$ cat config.mk
export PLATFORM = sky130hd
export DESIGN_NAME = hsi_mse_lib_seq
export DESIGN_NICKNAME = d
export VERILOG_FILES = /design/src/rtl/hsi_mse_lib_seq.sv
export SDC_FILE = /design/constraint.sdc
export NUM_CORES = 1
export LEC_CHECK = 0
export BUFFER_PORTS_ARGS = -buffer_cell sky130_fd_sc_hd__buf_2
export CAP_MARGIN = 20
export CELL_PAD_IN_SITES_DETAIL_PLACEMENT = 1
export CELL_PAD_IN_SITES_GLOBAL_PLACEMENT = 1
export CORE_MARGIN = 5
export CORE_UTILIZATION = 35
export CTS_CLUSTER_DIAMETER = 40
export DETAILED_ROUTE_END_ITERATION = 10
export PLACE_DENSITY_LB_ADDON = 0.1
export SYNTH_ARGS = -nofsm -noshare
export SYNTH_HDL_FRONTEND = slang
export SYNTH_SLANG_ARGS = --single-unit
$ cat constraint.sdc
create_clock -name clk -period 6.4 [get_ports clk]
set_input_delay 0.32 -clock clk [delete_from_list [all_inputs] [get_ports clk]]
set_output_delay 0.32 -clock clk [all_outputs]
set_load 0.005 [all_outputs]
$ cat src/rtl/hsi_mse_lib_seq.sv
// Library-scan sequencer for the two-channel MSE datapath: streams every library vector
// against one pixel and keeps the best match. Optional macro: HSI_MSE_SEQ_THRESHOLD_EN.
module hsi_mse_lib_seq #(
  parameter int WORD_WIDTH       = 32,
  parameter int DATA_WIDTH       = 16,
  parameter int HSI_BANDS        = 128,
  parameter int HSI_LIBRARY_SIZE = 256,
  localparam int WORDS           = HSI_BANDS / 2,
  localparam int WORDS_ADDR      = (WORDS > 1) ? $clog2(WORDS) : 1,
  localparam int LIB_ADDR        = $clog2(HSI_LIBRARY_SIZE)
) (
  input  logic                           clk,
  input  logic                           rst_n,
  input  logic                           start,
  input  logic [LIB_ADDR:0]              cfg_lib_size,
  output logic [WORDS_ADDR-1:0]          pix_addr,
  input  logic [WORD_WIDTH-1:0]          pix_data,
  output logic [LIB_ADDR+WORDS_ADDR-1:0] lib_addr,
  input  logic [WORD_WIDTH-1:0]          lib_data,
  output logic                           element_start,
  output logic                           element_last,
  output logic [LIB_ADDR-1:0]            vctr_ref,
  output logic [WORD_WIDTH-1:0]          element_a,
  output logic [WORD_WIDTH-1:0]          element_b,
  output logic                           element_valid,
  input  logic [WORD_WIDTH-1:0]          mse_value,
  input  logic [LIB_ADDR-1:0]            mse_ref,
  input  logic                           mse_valid,
  output logic                           busy,
  output logic                           done,
  output logic [LIB_ADDR-1:0]            best_ref,
  output logic [WORD_WIDTH-1:0]          best_mse,
`ifdef HSI_MSE_SEQ_THRESHOLD_EN
  input  logic [WORD_WIDTH-1:0]          mse_threshold,
  output logic                           match_found,
`endif
  output logic [1:0]                     dbg_state
);

  localparam int LA_W  = LIB_ADDR + WORDS_ADDR;
  localparam int CNT_W = LIB_ADDR + 1;
  localparam logic [WORDS_ADDR-1:0] WORD_LAST = WORDS_ADDR'(WORDS - 1);
  localparam logic [CNT_W-1:0]      LIB_MAX   = CNT_W'(HSI_LIBRARY_SIZE);

  if (WORD_WIDTH != 2 * DATA_WIDTH || HSI_BANDS < 2 || (HSI_BANDS % 2) != 0) begin : g_bad_cfg
    $error("hsi_mse_lib_seq: WORD_WIDTH must be 2*DATA_WIDTH and HSI_BANDS even and >= 2");
  end

  typedef enum logic [1:0] {IDLE, FEED, DRAIN, DONE} state_t;

  state_t                  state;
  logic [WORDS_ADDR-1:0]   word;
  logic [LIB_ADDR-1:0]     vec;
  logic [LIB_ADDR-1:0]     vec_last;
  logic [CNT_W-1:0]        target;
  logic [CNT_W-1:0]        res_cnt;
  logic [CNT_W-1:0]        res_cnt_nxt;
  logic [CNT_W-1:0]        size_clamped;
  logic                    collecting;
  logic                    res_inc;
  logic                    upd;
  logic                    stop;

  assign collecting   = (state == FEED) || (state == DRAIN);
  assign res_inc      = collecting && mse_valid;
  assign res_cnt_nxt  = res_cnt + CNT_W'(res_inc);
  assign upd          = res_inc && (mse_value < best_mse);
  assign size_clamped = (cfg_lib_size > LIB_MAX) ? LIB_MAX : cfg_lib_size;

`ifdef HSI_MSE_SEQ_THRESHOLD_EN
  logic [WORD_WIDTH-1:0] thr;
  logic                  hit;
  logic                  hit_now;
  logic [WORD_WIDTH-1:0] best_mse_nxt;

  assign hit_now      = res_inc && (mse_value <= thr);
  assign best_mse_nxt = upd ? mse_value : best_mse;
  // A hit only stops issue at a vector boundary so the datapath never sees a partial vector.
  assign stop         = (vec == vec_last) || hit || hit_now;
`else
  assign stop         = (vec == vec_last);
`endif

  assign pix_addr  = word;
  assign lib_addr  = LA_W'(vec) * LA_W'(WORDS) + LA_W'(word);
  assign element_a = element_valid ? pix_data : '0;
  assign element_b = element_valid ? lib_data : '0;
  assign busy      = collecting;
  assign dbg_state = state;

  always_ff @(posedge clk or negedge rst_n) begin
    if (!rst_n) begin
      state         <= IDLE;
      word          <= '0;
      vec           <= '0;
      vec_last      <= '0;
      target        <= '0;
      res_cnt       <= '0;
      element_valid <= 1'b0;
      element_start <= 1'b0;
      element_last  <= 1'b0;
      vctr_ref      <= '0;
      done          <= 1'b0;
      best_ref      <= '0;
      best_mse      <= '1;
`ifdef HSI_MSE_SEQ_THRESHOLD_EN
      thr           <= '0;
      hit           <= 1'b0;
      match_found   <= 1'b0;
`endif
    end else begin
      // Address-stage tags delayed one cycle to line up with the memory read data.
      element_valid <= (state == FEED);
      element_start <= (state == FEED) && (word == '0);
      element_last  <= (state == FEED) && (word == WORD_LAST);
      vctr_ref      <= (state == FEED) ? vec : '0;
      done          <= 1'b0;

      if (collecting) res_cnt <= res_cnt_nxt;
      if (upd) begin
        best_mse <= mse_value;
        best_ref <= mse_ref;
      end
`ifdef HSI_MSE_SEQ_THRESHOLD_EN
      if (hit_now) hit <= 1'b1;
`endif

      case (state)
        IDLE: begin
          if (start) begin
            best_mse <= '1;
            best_ref <= '0;
            word     <= '0;
            vec      <= '0;
            res_cnt  <= '0;
            target   <= size_clamped;
            vec_last <= LIB_ADDR'(size_clamped - CNT_W'(1));
`ifdef HSI_MSE_SEQ_THRESHOLD_EN
            thr         <= mse_threshold;
            hit         <= 1'b0;
            match_found <= 1'b0;
`endif
            if (cfg_lib_size == '0) begin
              state <= DONE;
              done  <= 1'b1;
`ifdef HSI_MSE_SEQ_THRESHOLD_EN
              match_found <= ('1 <= mse_threshold);
`endif
            end else begin
              state <= FEED;
            end
          end
        end
        FEED: begin
          if (word == WORD_LAST) begin
            word <= '0;
            if (stop) begin
              vec    <= '0;
              target <= CNT_W'(vec) + CNT_W'(1);
              state  <= DRAIN;
            end else begin
              vec <= vec + LIB_ADDR'(1);
            end
          end else begin
            word <= word + WORDS_ADDR'(1);
          end
        end
        DRAIN: begin
          if (res_cnt_nxt >= target) begin
            state <= DONE;
            done  <= 1'b1;
`ifdef HSI_MSE_SEQ_THRESHOLD_EN
            match_found <= (best_mse_nxt <= thr);
`endif
          end
        end
        DONE: state <= IDLE;
        default: state <= IDLE;
      endcase
    end
  end

endmodule

# Word level (Yosys, flattened, before mapping)
# Cells that the tools add are included.
classes:
  n_lt_le_gt_ge: 3
  eq_ne: 9
  mux: 34
  n_addsub: 6
  reduce_logical: 14
ops:
  columns: ["op", "count"]
  rows:
  - ["two-way mux 32 bit", 5]
  - ["two-way mux 9 bit", 7]
  - ["two-way mux 8 bit", 7]
  - ["less-than comparator 32 bit", 1]
  - ["case mux 9 bit (2 select lines)", 1]
  - ["case mux 8 bit (2 select lines)", 1]
  - ["adder 14 x 6 -> 14 bit", 1]
  - ["two-way mux 6 bit", 2]
  - ["case mux 6 bit (2 select lines)", 1]
  - ["two-way mux 2 bit", 5]
  - ["adder 8 x 1 -> 9 bit, second input constant", 1]
  - ["adder 9 x 1 -> 9 bit", 1]
  - [">= comparator 9 bit", 1]
  - ["greater-than comparator 9 bit, second input constant", 1]
  - ["logical NOT 9 bit", 1]
  - ["adder 8 x 1 -> 8 bit, second input constant", 1]
  - ["== test 8 bit", 1]
  - ["case mux 2 bit (4 select lines)", 1]
  - ["AND reduction 4 bit", 2]
  - ["subtractor 8 x 1 -> 8 bit, second input constant", 1]
  - ["adder 6 x 1 -> 6 bit, second input constant", 1]
  - ["== test 6 bit, second input constant", 1]
  - ["logical NOT 6 bit", 1]
  - ["== test 2 bit, second input constant", 2]
  - ["other kinds (11)", 19]
totals:
  wordCells: 79
  out_inout_bits: 139
  register_bits: 94

# Longest topological paths before layout
# Gate-level depths: netlist of run 1.
logic_depth:
  ltp_word: 7
  mapped_depth: 15

# Worst setup path before layout of run 1
# Ideal clock, no wire load.
synth_path:
  kind: "register to register"
  start: "reg state[0] (netlist: dbg_state[0])"
  end: "reg state[0] (netlist: dbg_state[0])"
  period_less_slack_ns: 3.249
  setup_time_ns: 0.126
  required_time_ns: 6.274
  t_arrival_ns: 3.123
  n_path_buf: 0
  stages_incl_launch_ff: 15
  setup_slack_ns: 3.151
  cell_sequence: "dfrtp_1 -> inv_1 -> ha_1 -> and2_1 -> ha_1 -> ha_1 -> and3_1 -> and3_1 -> xor2_1 -> ha_1 -> and3_1 -> a221o_1 -> o21ai_0 -> a31oi_1 -> o32a_1"
synth_between:
  elab_chain_cells: 7
synth_rtl:
  columns: ["item", "line_no", "rtl"]
  rows:
  - ["start, declared", "51", "state_t state;"]
  - ["start signal, assigned", "93", "state <= IDLE;"]
  - ["start signal, assigned", "144", "state <= DONE;"]
  - ["start signal, assigned", "150", "state <= FEED;"]
  - ["== test 2 x 1 -> 1 bit / == test 2 bit (equally long branches)", "64", "assign collecting = (state == FEED) || (state == DRAIN);"]
  - ["logical OR 1 bit (*)", "64", null]
  - ["named net busy", "29", "output logic busy,"]
  - ["logical AND 1 bit (*)", "65", "assign res_inc = collecting && mse_valid;"]
  - ["adder 9 x 1 -> 9 bit (*)", "66", "assign res_cnt_nxt = res_cnt + CNT_W'(res_inc);"]
  - [">= comparator 9 bit (*)", "169", "if (res_cnt_nxt >= target) begin"]
  - ["inequality test 2 x 1 -> 1 bit (no source line) (*)", null, null]
  - ["AND reduction 4 bit (no source line) (*)", null, null]
# The timed path passes the listed nets; every way through them passes the cells marked *.
# A chain may end at the register's enable or synchronous reset.

# Worst setup path after layout of run 1
layout_path:
  start: "reg state[0] (netlist: dbg_state[0])"
  end: "reg state[0] (netlist: dbg_state[0])"
layout_between:
  elab_chain_cells: 7
layout_rtl:
  columns: ["item", "line_no"]
  rows:
  - ["== test 2 x 1 -> 1 bit / == test 2 bit (equally long branches)", "64, 128"]
  - ["logical OR 1 bit", "64"]
  - ["logical AND 1 bit", "65"]
  - ["adder 9 x 1 -> 9 bit", "66"]
  - [">= comparator 9 bit", "169"]
  - ["inequality test 2 x 1 -> 1 bit (no source line)", null]
  - ["AND reduction 4 bit (no source line)", null]
# Several ways; a longest one is shown, not always the timed one.

==> results of run 1 <==
==> what timing repair did <==
| item | CTS | global route |
|---|---|---|
| endpoints found under the setup margin | 0 | 0 |
| hold endpoints to repair | 26 | 0 |
| hold buffers | 1 | 0 |
==> cells by family (layout without fill, tap and decap cells) <==
group	Yosys count	count (layout)	synth area share, %
and+or+nand+nor	281	281	22.6
adders and majority gates	49	49	10.2
DFF	94	94	39.7
muxes	45	45	7.49
xor gates and xnor gates	32	32	4.65
buffers and inverters	86	322	6.27
AOI/OAI and AO/OA	88	88	9.16
==> per-stage QoR <==
step	cell area, um^2	hold WS, ns	power (mW)
final	7730	0.205	2.38
after global routing	7730	0.202	2.58
after CTS	7720	0.193	2.41
after detailed placement	7410	0.316	1.84
after global placement	7410	0.316	1.78
after floorplan	6030	0.0244	1.47
==> area by class of cell <==
type	instances	area [um^2]	area share, %
clock buffers	9	225	2.91
clock inverters	7	80.1	1.04
inverters	47	176	2.28
multi-input cells	495	3260	42.2
flip-flops and latches	94	2390	31.0
well taps	225	282	3.64
repair buffers	259	1310	17.0
==> routing by layer <==
metal / share of wire [%] / vias to the layer above / track usage [%]
li1: - / 2700 / -
met1: 41 / 2742 / 25.0
met2: 51 / 159 / 38.1
met3: 6.2 / 28 / 4.27
met4: 1.9 / 0 / 5.97
met5: 0 / - / 0
==> path summary, 6_finish.rpt <==
path                                   start       endpoint  slack (ns)
worst min-delay path              mse_ref[6]    best_ref[6]        0.20
worst max-delay path            dbg_state[0]   dbg_state[0]        2.51
min in group asynchronous              rst_n    vctr_ref[3]        0.46
max in group asynchronous              rst_n  element_valid        4.73
worst min register to register     target[8]      target[8]        0.50
worst max register to register  dbg_state[0]   dbg_state[0]        2.51
==> Yosys cell counts, types with 2 or more instances <==
cell	n	area (um^2)
a21oi_1	19	95.1
dfstp_2	32	841
o21ai_1	2	10.0
a31oi_1	7	43.8
nand4_1	8	50.1
a22o_1	2	17.5
nand3_1	13	65.1
buf_2	2	10.0
a211o_1	2	17.5
nand4b_1	2	17.5
inv_1	46	173
nand2_1	54	203
nor2_1	99	372
o21ai_0	34	170
xor2_1	17	149
dfrtp_1	62	1550
nand2b_1	7	43.8
a21o_1	4	30.0
ha_1	49	613
nor2b_1	3	18.8
clkbuf_1	27	101
a311oi_1	4	35.0
buf_4	6	45.0
xnor2_1	15	131
and2_1	74	463
mux2i_1	44	440
a211oi_1	2	15.0
nor3_1	6	30.0
and3_1	10	62.6
or3_1	3	18.8
buf_6	4	45.0
==> state kept, by name, indices dropped and copies added, names as in the netlist <==
name / count
element_valid: 1
vec_last: 8
target: 9
element_last: 1
done: 1
res_cnt: 9
best_mse: 32
vec: 8
vctr_ref: 8
element_start: 1
pix_addr: 6
best_ref: 8
dbg_state: 2
==> critical path: cells and delay by family, from the launching register on <==
| kind | cells | cell delay (ns) |
|---|---|---|
| adder cells (fa/ha/maj) | 4 | 1.19 |
| AO/OA/AOI/OAI | 4 | 0.97 |
| AND/OR/NAND/NOR | 4 | 0.92 |
| flip-flops | 1 | 0.40 |
| XOR/XNOR | 1 | 0.21 |
| buffers and inverters | 1 | 0.09 |
==> power breakdown <==
| part | switching [mW] | internal (mW) | leakage [nW] | total [mW] |
|---|---|---|---|---|
| combinational | 0.453 | 0.401 | 2.90 | 0.854 |
| clock | 0.257 | 0.309 | 0.143 | 0.566 |
| sequential | 0.130 | 0.825 | 1.14 | 0.955 |
==> out/metrics.csv, run 1 <==
stage;metric;value;unit
status;status;complete, no violations;
clock_network;cts_resized;0;
critical_path;crit_path_end_kind;flop;
worst_hold_path;hold_path.class;input pin to flop;
global_route;grt_max_degree;84;
timing;fmax;257;MHz
placement;portBuffers;255;
floorplanning;die_y;141;um
clock_network;cts_buffers;9;
logic_synthesis;yosysSeqAreaShare;39.7;%
global_route;antenna_found_initial;0;
route;ant_nets;0;
critical_path;worst_path_max_delay_cell;ha_1;
logic_synthesis;syn-instance-count;675;
logic_synthesis;synth_seq_cells;94;
route;dr_total_vias;5629;
clock_network;clkTransAtPathRegs;0.07;ns
finish;final_layout_size_suffix_gt1_share;34.4;%
critical_path;ff2ff_path_depth;14;
finish;fill_cells;2121;
timing;hold_violations;0;
logic_synthesis;synth-edff-count;0;
finish;finalNetCount;1072;
route;drt-pass1-iter-count;6;
clock_network;cts_max_level;3;
floorplanning;die_w;141;um
route;wl_per_cell;18.4;um
global_route;grt_use_total;21.0;%
route;drc;0;
timing;setup_viol;0;
logic_synthesis;syn_area;0.00603;mm^2
critical_path;cpMostUsedCell;ha_1;
clock_network;cts_setup_buffers;0;
floorplanning;die_area;0.0199;mm^2
placement;dp_hpwl;16800;um
global_route;grt_pass1_vias;6106;
floorplanning;start_util;35.2;%
logic_synthesis;synth_nets;841;
placement;place_ws;2.56;ns
global_route;grt_pass1_wl;33400;um
route;routed_wl;21000;um
timing;rsz0062_at_grt;no;
clock_network;cts_sinks;94;
critical_path;cp.arrival;4.12;ns
finish;syn2layout_area_growth;28.2;%
finish;antenna-diode-count;0;
floorplanning;top_level_ports;256;
timing;finalCriticalPeriod;3.89;ns
clock_network;cts_buffer_depth;2;
route;routed_via_density;4.96;
timing;max_slew_margin;43.7;%
critical_path;max_stage_delay;0.53;ns
clock_network;clk_latency;0.35;ns
critical_path;crit_fanout;12;
timing;worst_pin_slew;0.844;ns
timing;fin_skew;0.00888;ns
logic_synthesis;yosysWarnings;0;
job;cap_violations;0;
logic_synthesis;synthArstFlopShare;100;%
timing;maxSlewViolCount;0;
timing;finalSetupTns;0;ns
finish;utilization;45.1;%
floorplanning;coreArea;0.0171;mm^2
pwr;p_leak;4.18;nW
critical_path;worstSetupStartpointType;flop;
pwr;ir_worst_vdd;136;uV
logic_synthesis;synth_area_per_cell;8.93;um^2
pwr;powerDensity;307;mW/mm^2
route;first_iter_violations;156;
floorplanning;rows;48;
timing;setup_slack;2.51;ns
critical_path;cp.required;6.63;ns
finish;instances_no_fill;1136;
logic_synthesis;ys.flop_type;dfrtp_1;
finish;final_cell_mix;254 x buf_2, 99 x nor2_1, 73 x and2_1, 61 x dfrtp_1, 54 x nand2_1;
finish;layout_commonest_cell;buf_2;
placement;dp.cells;1119;
critical_path;cp_cell_sequence;inv_1, ha_1, and2_1, ha_1, ha_1, and3_1, and3_1, xor2_1, ha_1, and3_1, a221o_1, o21ai_0, a31oi_1, o32a_1;
logic_synthesis;synthDistinctLibCells;47;
clock_network;root_buffer;clkbuf_16;
timing;finalCritPeriodShare;60.8;%
worst_hold_path;min_path_cells;3;
clock_network;cts_tree;yes;
critical_path;setup.worst_path.class;flop to flop;
placement;place_congestion;0.972;
global_route;grt_overflow;0;
Note: power is estimated with default switching activity, not from simulation.
==> inputs of run 2 (changes only) <==
- ABC_AREA: not set -> 1
- CORE_UTILIZATION: 35 -> 34
- clock period: 6.4 -> 3.85 ns (I/O delays scaled with it)
==> out/metrics.csv, run 2 <==
stage;metric;value;unit;change
route;dr_total_vias;6213;;+10%
logic_synthesis;synthDistinctLibCells;37;;-21%
logic_synthesis;syn-instance-count;845;;+25%
critical_path;r2r-start;dbg_state[0];;
placement;place_congestion;0.850;;-13%
floorplanning;rows;49;;+2.1%
logic_synthesis;yosysWarnings;0;;unchanged
status;status;complete, no violations;;
placement;place_ws;0.733;ns;-1.83 ns
critical_path;ff2ff_path_depth;19;;+5
placement;portBuffers;255;;unchanged
timing;setup_viol;0;;unchanged
logic_synthesis;ys_top_cells_by_count;200 x nand2_1, 167 x inv_1, 91 x nand3_1;;
worst_hold_path;min_path_cells;2;;-1
timing;rsz0062_at_grt;no;;
finish;top_regs;best_mse: 32 flops, res_cnt: 9 flops, target: 9 flops;;
critical_path;crit_family;adder cells;;
logic_synthesis;synth_area_per_cell;7.32;um^2;-18%
pwr;ir_worst_vdd;333;uV;+150%
critical_path;setup.worst_path.class;flop to flop;;
finish;finalNetCount;1246;;+16%
critical_path;cp.depth;19;;+5
critical_path;cp_cell_sequence;inv_1, ha_1, nand2_1, inv_1, ha_1, ha_1, nand2_1, nor2_1, nand4_1, nor2_1, xor2_1, ha_1, a21oi_1, o21a_1, nand4_1, nor2_1, nor2_1, o21ai_0, o21ai_0;;
logic_synthesis;yosysTopAreaCellShare;25.1;%;-0.65 points
clock_network;clk_latency;0.36;ns;about the same
route;drt-pass1-iter-count;4;;-2
logic_synthesis;ys.flop_type;dfrtp_1;;
pwr;powerDensity;684;mW/mm^2;+120%
timing;max_slew_margin;30.1;%;-14 points
finish;largest_register_ffs;32;;unchanged
critical_path;max_stage_delay;0.37;ns;-0.16 ns
global_route;grt_pass1_vias;6204;;+1.6%
timing;maxSlewViolCount;0;;unchanged
critical_path;crit_start;dbg_state[0];;
logic_synthesis;yosys-top-cells-area;dfrtp_1 25%, dfstp_2 14%, nand2_1 12%;;
floorplanning;top_level_ports;256;;unchanged
finish;final_cell_mix;254 x buf_2, 199 x nand2_1, 167 x inv_1, 91 x nand3_1, 61 x dfrtp_1;;
clock_network;cts_buffers;9;;unchanged
timing;finalCritPeriodShare;81.4;%;+21 points
route;drc;0;;unchanged
logic_synthesis;syn_area;0.00618;mm^2;+2.6%
critical_path;worstSetupEndpoint;dbg_state[0];;
route;routed_via_density;4.72;;-4.7%
global_route;grt_max_degree;66;;-21%
global_route;grt_pass1_wl;32200;um;-3.6%
finish;final_area;0.00790;mm^2;+2.2%
critical_path;cp.arrival;3.36;ns;-0.76 ns
finish;layout_commonest_cell;buf_2;;
clock_network;cts_setup_buffers;0;;unchanged
clock_network;root_buffer;clkbuf_16;;
clock_network;cts_buffer_depth;2;;unchanged
route;ant_nets;0;;unchanged
timing;hold_violations;0;;unchanged
critical_path;cp_num_buf_inv;2;;+1
critical_path;cp.required;4.08;ns;-2.55 ns
critical_path;worstSetupStartpointType;flop;;
timing;worst_pin_slew;1.05;ns;+0.205 ns
timing;fmax;319;MHz;+24%
clock_network;cts_max_level;3;;unchanged
timing;finalSetupTns;0;ns;unchanged
floorplanning;start_util;34.4;%;-0.80 points
logic_synthesis;synth-edff-count;0;;unchanged
finish;final_layout_size_suffix_gt1_share;30.7;%;-3.7 points
job;cap_violations;0;;unchanged
finish;syn2layout_area_growth;27.7;%;
logic_synthesis;synth_seq_cells;94;;unchanged
logic_synthesis;synth.most_common_cell;nand2_1;;
route;routed_wl;20700;um;-1.1%
critical_path;r2r-end;dbg_state[0];;
clock_network;cts_sinks;94;;unchanged
timing;finalCriticalPeriod;3.13;ns;-0.756 ns
floorplanning;coreArea;0.0180;mm^2;+4.9%
global_route;antenna_found_initial;2;;+2
timing;setup_slack;0.716;ns;-1.79 ns
route;first_iter_violations;212;;+36%
placement;dp_hpwl;16200;um;-3.5%
critical_path;crit_path_end_kind;flop;;
global_route;grt_use_total;19.3;%;-1.6 points
floorplanning;die_area;0.0210;mm^2;+5.2%
critical_path;worst_path_max_delay_cell;dfrtp_1;;
logic_synthesis;synth_top_area_cell;dfrtp_1;;
clock_network;clkTransAtPathRegs;0.07;ns;about the same
placement;placed_area;0.00759;mm^2;+2.5%
logic_synthesis;yosysSeqAreaShare;38.7;%;-1.0 points
route;wl_per_cell;15.7;um;-15%
logic_synthesis;synthArstFlopShare;100;%;unchanged
critical_path;r2r_slack;0.72;ns;-1.79 ns
logic_synthesis;synth_nets;1011;;+20%
worst_hold_path;hold_path.class;input pin to flop;;
global_route;grt_overflow;0;;unchanged
clock_network;cts_tree;yes;;
critical_path;crit_fanout;4;;-8
floorplanning;die_y;145;um;+2.6%
timing;fin_skew;0.0121;ns;+0.00321 ns
floorplanning;die_w;145;um;+2.6%
finish;fill_cells;2367;;+12%
finish;regMostFlops;best_mse;;
pwr;p_leak;4.99;nW;+19%
==> run 2: cell count changes after synthesis, moves of 7 or more <==
cell      before  now
a21oi_1       19   40
and2_1        74    0
and3_1        10    1
buf_2          2   10
clkbuf_1      27   18
inv_1         46  167
mux2i_1       44    0
nand2_1       54  200
nand2b_1       7    0
nand3_1       13   91
nor2_1        99   54
xnor2_1       15    8
==> run 2: layer usage <==
metal  wire length, um  vias to the layer above  global-route usage, %
met5                 0                        -                      0
met2             10100                      152                   34.1
met4               216                        0                   4.47
li1                  -                     3105                      -
met1              8970                     2944                   24.6
met3              1400                       12                   3.52
==> run 2: area by class of cell <==
| class | count | area [um^2] | area share (%) |
|---|---|---|---|
| Antenna cell | 2 | 5.00 | 0.0634 |
| Clock buffer | 9 | 225 | 2.85 |
| Clock inverter | 7 | 63.8 | 0.808 |
| Inverter | 172 | 646 | 8.17 |
| Multi-Input combinational cell | 539 | 2930 | 37.1 |
| Sequential cell | 94 | 2390 | 30.3 |
| Tap cell | 229 | 287 | 3.63 |
| Timing Repair Buffer | 264 | 1350 | 17.1 |
==> run 2: power breakdown <==
group          switching [mW]  leakage, nW  internal, mW
registers               0.353         1.13          1.46
logic                    1.61         3.71          1.08
clock network           0.442        0.143         0.455
total                    2.40         4.99          2.99
==> run 2: cells by family (layout without fill, tap and decap cells) <==
group	after synthesis	after routing	share of synthesized area [%]
adder cells (fa/ha/maj)	49	49	9.92
XOR/XNOR	19	19	2.69
flip-flops	94	94	38.7
buffers and inverters	212	452	14.0
AND/OR/NAND/NOR	370	370	25.4
AO/OA/AOI/OAI	101	101	9.27
other	0	2	0
==> run 2: worst register-to-register path, stage by stage (launching register included) <==
cell	delay [ns]
dfrtp_1	0.37
inv_1	0.08
ha_1	0.30
nand2_1	0.08
inv_1	0.06
ha_1	0.17
ha_1	0.19
nand2_1	0.06
nor2_1	0.20
nand4_1	0.11
nor2_1	0.13
xor2_1	0.20
ha_1	0.27
a21oi_1	0.16
o21a_1	0.15
nand4_1	0.13
nor2_1	0.11
nor2_1	0.07
o21ai_0	0.07
o21ai_0	0.10
==> run 2: metrics by stage <==
step	instances	utilization, %	power, mW	hold slack (ns)
finish	1316	44.0	5.40	0.0779
global route	1316	44.0	5.97	0.0695
CTS	1314	43.9	5.50	0.0611
detailed placement	1297	42.3	4.58	0.188
global placement	1297	42.3	4.51	0.188
floorplan	845	-	3.53	-0.103
==> run 2: what timing repair did <==
item	CTS	global route
gates resized for setup	0	0
endpoints found under the hold margin	28	0
hold buffers	1	0
==> run 2: how the worst min path moves through the flow <==
stage	startpoint	endpoint
3_5_place_dp	rst_n	pix_addr[4]
4_1_cts	cfg_lib_size[0]	vec_last[0]
3_3_place_gp	rst_n	vctr_ref[5]
6_report	cfg_lib_size[0]	vec_last[0]
5_1_grt	cfg_lib_size[0]	vec_last[0]
2_1_floorplan	rst_n	best_ref[0]
